**config.mk**
```make
export PLATFORM = sky130hd
export DESIGN_NAME = ppu_group_sequencer
export DESIGN_NICKNAME = d
export VERILOG_FILES = /design/src/rtl/ppu_group_sequencer.sv
export SDC_FILE = /design/constraint.sdc
export NUM_CORES = 1
export LEC_CHECK = 0
export BUFFER_PORTS_ARGS = -buffer_cell sky130_fd_sc_hd__buf_4
export CORE_ASPECT_RATIO = 0.7
export CORE_MARGIN = 2
export CORE_UTILIZATION = 48
export CTS_CLUSTER_DIAMETER = 50
export DETAILED_ROUTE_END_ITERATION = 10
export GPL_TIMING_DRIVEN = 0
export PLACE_DENSITY_LB_ADDON = 0.15
export SYNTH_ARGS = -nofsm -noshare
export SYNTH_HDL_FRONTEND = slang
export SYNTH_SLANG_ARGS = --single-unit
```
**constraint.sdc**
```tcl
create_clock -name clk -period 3.12 [get_ports clk]
set_input_delay 0.78 -clock clk [delete_from_list [all_inputs] [get_ports clk]]
set_output_delay 0.78 -clock clk [all_outputs]
set_load 0.05 [all_outputs]
```
**src/rtl/ppu_group_sequencer.sv**
```systemverilog
// Per-tile control FSM: steps one PPU through every channel group of a tile
// (compute, flush, exchange, accumulate, advance) with a per-state watchdog and abort.
module ppu_group_sequencer #(
    parameter int GROUP_WIDTH   = 8,
    parameter int TIMEOUT_WIDTH = 16
) (
    input  logic                     clk,
    input  logic                     reset_n,
    input  logic                     start,
    input  logic                     abort,
    input  logic [GROUP_WIDTH-1:0]   group_count,
    input  logic [TIMEOUT_WIDTH-1:0] timeout_limit,
    input  logic                     compute_group_done,
    input  logic                     ppu_exchange_done,
    input  logic [7:0]               neighbor_exchange_done,
    input  logic                     ppu_cycle_done,
    input  logic                     ppu_clear_to_send,
    output logic                     compute_start,
    output logic                     channel_group_done,
    output logic [GROUP_WIDTH-1:0]   group_index,
    output logic                     busy,
    output logic                     tile_done,
    output logic                     timeout_error,
    output logic [2:0]               state
);

    typedef enum logic [2:0] {
        S_IDLE     = 3'd0,
        S_COMPUTE  = 3'd1,
        S_FLUSH    = 3'd2,
        S_EXCHANGE = 3'd3,
        S_ACCUM    = 3'd4,
        S_ADVANCE  = 3'd5
    } state_t;

    state_t                   r_state;
    logic [GROUP_WIDTH-1:0]   r_count;
    logic [GROUP_WIDTH-1:0]   r_group_index;
    logic [TIMEOUT_WIDTH-1:0] r_wd_cnt;
    logic                     r_compute_start;
    logic                     r_channel_group_done;
    logic                     r_busy;
    logic                     r_tile_done;
    logic                     r_timeout_error;

    logic                     w_wait_met;
    logic                     w_wd_expired;
    logic                     w_last_group;
    logic [TIMEOUT_WIDTH-1:0] w_wd_inc;

    always_comb begin
        // NOTE: default assignment first so no path through the case infers a latch.
        w_wait_met = 1'b0;
        case (r_state)
            S_COMPUTE:  w_wait_met = compute_group_done;
            S_EXCHANGE: w_wait_met = ppu_exchange_done && (&neighbor_exchange_done);
            S_ACCUM:    w_wait_met = ppu_cycle_done;
            S_ADVANCE:  w_wait_met = ppu_clear_to_send;
            default:    w_wait_met = 1'b0;
        endcase
    end

    // A wait condition that comes true on the limit cycle wins over the watchdog.
    assign w_wd_expired = (timeout_limit != '0)
                       && (r_wd_cnt == timeout_limit - TIMEOUT_WIDTH'(1))
                       && !w_wait_met;
    assign w_wd_inc     = (&r_wd_cnt) ? r_wd_cnt : r_wd_cnt + TIMEOUT_WIDTH'(1);
    assign w_last_group = (r_group_index == r_count - GROUP_WIDTH'(1));

    // NOTE: all state is written with non-blocking assignments; pulse outputs
    // default low every cycle and are raised only by the transition that owns them.
    always_ff @(posedge clk) begin
        if (!reset_n) begin
            r_state              <= S_IDLE;
            r_count              <= '0;
            r_group_index        <= '0;
            r_wd_cnt             <= '0;
            r_compute_start      <= 1'b0;
            r_channel_group_done <= 1'b0;
            r_busy               <= 1'b0;
            r_tile_done          <= 1'b0;
            r_timeout_error      <= 1'b0;
        end else begin
            r_compute_start      <= 1'b0;
            r_channel_group_done <= 1'b0;
            r_tile_done          <= 1'b0;
            if (abort) begin
                r_state  <= S_IDLE;
                r_busy   <= 1'b0;
                r_wd_cnt <= '0;
            end else begin
                case (r_state)
                    S_IDLE: begin
                        r_wd_cnt <= '0;
                        if (start) begin
                            r_count         <= (group_count == '0) ? GROUP_WIDTH'(1) : group_count;
                            r_group_index   <= '0;
                            r_timeout_error <= 1'b0;
                            r_state         <= S_COMPUTE;
                            r_compute_start <= 1'b1;
                            r_busy          <= 1'b1;
                        end
                    end
                    S_FLUSH: begin
                        r_state  <= S_EXCHANGE;
                        r_wd_cnt <= '0;
                    end
                    S_COMPUTE, S_EXCHANGE, S_ACCUM, S_ADVANCE: begin
                        if (w_wait_met) begin
                            r_wd_cnt <= '0;
                            case (r_state)
                                S_COMPUTE: begin
                                    r_state              <= S_FLUSH;
                                    r_channel_group_done <= 1'b1;
                                end
                                S_EXCHANGE: r_state <= S_ACCUM;
                                S_ACCUM: begin
                                    if (w_last_group) begin
                                        r_state     <= S_IDLE;
                                        r_busy      <= 1'b0;
                                        r_tile_done <= 1'b1;
                                    end else begin
                                        r_state <= S_ADVANCE;
                                    end
                                end
                                S_ADVANCE: begin
                                    r_state         <= S_COMPUTE;
                                    r_group_index   <= r_group_index + GROUP_WIDTH'(1);
                                    r_compute_start <= 1'b1;
                                end
                                default: r_state <= S_IDLE;
                            endcase
                        end else if (w_wd_expired) begin
                            r_state         <= S_IDLE;
                            r_busy          <= 1'b0;
                            r_timeout_error <= 1'b1;
                            r_wd_cnt        <= '0;
                        end else begin
                            r_wd_cnt <= w_wd_inc;
                        end
                    end
                    default: begin
                        r_state  <= S_IDLE;
                        r_busy   <= 1'b0;
                        r_wd_cnt <= '0;
                    end
                endcase
            end
        end
    end

    assign compute_start      = r_compute_start;
    assign channel_group_done = r_channel_group_done;
    assign group_index        = r_group_index;
    assign busy               = r_busy;
    assign tile_done          = r_tile_done;
    assign timeout_error      = r_timeout_error;
    assign state              = r_state;

endmodule
```
==> results.toml <==
[cells_and_area]
final_common_cell = "buf_4"
n_antenna_cell = 0
drive_gt1_share_pct = 20.65
fillers = 476
num-nets-final = 440
fin_util_pct = 62.29
areaGrowthSynthToFinish_pct = 23.20
stdcell_area_um2 = 3309
most-common-layout-cells = "buf_4, dfxtp_1, nor2_1"

[setup_path]
start_kind = "input pin"
critPathMaxFanout = 10
crit_path_frequent_cell = "or4_4"
r2r-end = "r_wd_cnt[9]$_SDFFE_PP0N_"
ff2ff_path_depth = 9
worstSetupPathType = "input pin to flop"
cp.buffers_inverters = 2
critPathCaptureType = "flop"
r2r-start = "r_wd_cnt[4]$_SDFFE_PP0N_"
cp_slowest_cell = "or4_4"
timing.reg2reg.setup_slack_ps = 710
cpLargestDelayFamily = "simple AND/OR/NAND/NOR gates"
crit_arrival_ps = 3150
worstPathRequired_ps = 3300
crit_chain = "buf_4, or4_4, or4_4, and4bb_2, o22ai_2, or2_4, nand3_4, buf_6, nor2_1"
slowest_delay_ps = 590

[timing]
clock_skew_ps = 6.375
grt_setup_unrepaired = "false"
fmax_mhz = 337.3
finalCritPeriodShare_pct = 95.02
fin_crit_ps = 2965
final.setup.tns_ps = 0
finalHoldViolations = 0
tightest_slew_ps = 593.7
slew_headroom_pct = 60.42
final-setup-viol-count = 0
finalMaxSlewViolations = 0

[clock_network]
cts_buffers = 5
h-tree-depth = 2
clk_latency_ps = 290
clkSinkCount = 40
postCtsHoldBufs = 0
clkTransAtPathRegs_ps = 70
cts_tree = "done"
clockBufferDepth = 2
root_buffer = "clkbuf_8"

[die]
die-area_um2 = 6221
initial_core_util_pct = 50.57
die_x_um = 93.42
num_rows = 22
core_area_um2 = 5313
ios = 56
die-height_um = 66.59

[outcome]
status = "completed"

[power]
intPower_mw = 0.7864
clkPwrFrac_pct = 33.4
p_seq_share_pct = 49.2
switching_share_pct = 26.43
p_leak_nw = 1.303
powerDensity_nw_per_um2 = 323.0
peakVddDrop_mv = 0.2895
combPwrFrac_pct = 17.4
finalPower_mw = 1.069
p_sw_mw = 0.2825

[logic_synthesis]
synth_top_flop_cell = "dfxtp_1"
synth_edf_count = 0
syn_area_per_cell_um2 = 8.043
synth_fp_nets = 378
yosys_warnings = 0
postSynthCellCount = 334
ys_seq_area_share_pct = 29.81
yosys.cell_types.count = 57
synth_seq_cells = 40
syn_area_um2 = 2686
synthArstFlopShare_pct = 0

[routing]
avgViaCountPerCell = 5.674
first_iter_violations = 187
final_antenna_net_count = 0
vias = 2661
dr.pass1.iters = 4
wl_mm = 6.549
drc = 0
routedWlPerCell_um = 13.96

[flow_run]
cap_violations = 0

[worst_hold_path]
hold_depth = 2
hold_class = "flop to flop"
worstHoldEndpoint = "timeout_error$_SDFFE_PN0P_"
min_from = "timeout_error$_SDFFE_PN0P_"

[placement]
dp_hpwl_mm = 5.025
io_buffers = 54
post_dp_cell_area_um2 = 3182
gp_congestion = 0.8528

[global_routing]
grt_max_degree = 12
grt_pass1_wl_mm = 10.87
track_usage_pct = 21.83
antenna_found_initial = 0
first_global_vias = 2372
overflow = 0
==> area by class of cell <==
cell class	count	area, µm²	share of cell area [%]
flip-flops and latches	40	800.8	24.20
clock buffers	8	90.09	2.722
well taps	72	90.09	2.722
repair buffers	55	412.9	12.48
inverters	9	33.78	1.021
plain buffers	12	55.05	1.664
multi-input cells	273	1827	55.20
==> routing by layer <==
layer | up-vias | track usage (%) | routed length (µm)
li1 | 1337 | - | -
met2 | 71 | 32.82 | 2840
met4 | 0 | 4.412 | 41
met1 | 1248 | 31.98 | 3279
met5 | - | 0 | 0
met3 | 5 | 4.751 | 388
==> power groups by stage <==
stage / registers [mW] / clock network, mW / logic, mW
2_1_floorplan: 0.543 / 0 / 0.0994
3_3_place_gp: 0.538 / 0 / 0.176
3_5_place_dp: 0.538 / 0 / 0.180
4_1_cts: 0.526 / 0.367 / 0.182
5_1_grt: 0.527 / 0.389 / 0.206
6_report: 0.526 / 0.357 / 0.185
==> synthesized netlist by cell type, types with 3 or more instances <==
library cell | n | share of area (%)
dfxtp_1 | 40 | 30
nor2_1 | 34 | 4.8
xnor2_1 | 24 | 7.8
nand2_1 | 23 | 3.2
xor2_1 | 23 | 7.5
nand3_1 | 18 | 3.4
a21oi_1 | 13 | 2.4
and3_1 | 13 | 3.0
nand4_1 | 13 | 3.0
o21ai_0 | 13 | 2.4
nor3_1 | 11 | 2.0
nor2b_1 | 10 | 2.3
clkbuf_1 | 9 | 1.3
inv_1 | 9 | 1.3
mux2i_1 | 9 | 3.4
nor4_1 | 8 | 1.9
nand2b_1 | 5 | 1.2
ha_1 | 4 | 1.9
o31ai_1 | 3 | 0.84
or3_1 | 3 | 0.70
or4_1 | 3 | 0.84
==> logic make-up after synthesis <==
| logic type | Yosys count | synth area share [%] |
|---|---|---|
| AO/OA/AOI/OAI | 54 | 13.83 |
| XOR/XNOR | 47 | 15.32 |
| adder cells (fa/ha/maj) | 4 | 1.863 |
| buffers and inverters | 21 | 3.307 |
| flip-flops | 40 | 29.81 |
| multiplexers | 10 | 3.773 |
| AND/OR/NAND/NOR | 158 | 32.09 |
==> worst max-delay path by stage <==
stage	to	slack, ps	cells after the start	from
floorplan	state[2]$_SDFFE_PP0P_	190	7	timeout_limit[3]
global placement	r_wd_cnt[3]$_SDFFE_PP0N_	-420	10	timeout_limit[3]
detailed placement	r_wd_cnt[5]$_SDFFE_PP0N_	-430	10	timeout_limit[3]
CTS	r_wd_cnt[5]$_SDFFE_PP0N_	40	12	timeout_limit[0]
global route	state[1]$_SDFFE_PP0P_	20	9	timeout_limit[3]
finish	r_wd_cnt[9]$_SDFFE_PP0N_	160	9	timeout_limit[3]
==> flip-flops by register name (all words and copies together), names as in the netlist <==
name,flops
busy,1
timeout_error,1
compute_start,1
group_index,8
channel_group_done,1
state,3
tile_done,1
r_count,8
r_wd_cnt,16
==> what timing repair did <==
item | CTS | global route
resized for setup | 2 | 4
setup buffers | 0 | 1
endpoints found under the setup margin | 15 | 20
==> through the flow <==
step                setup WS (ps)  hold slack (ps)  cells
floorplan                   188.5            487.3    334
global placement           -415.4            436.6    460
detailed placement         -434.5            445.0    460
CTS                         40.12            456.3    468
global route                18.53            498.2    469
finish                      155.5            452.4    469
==> tightest hold or removal path, cell delays in order (launching register included) <==
cell     delay [ps]
dfxtp_1         310
inv_1            50
a21oi_1          50
(Power assumes the default switching activity.)
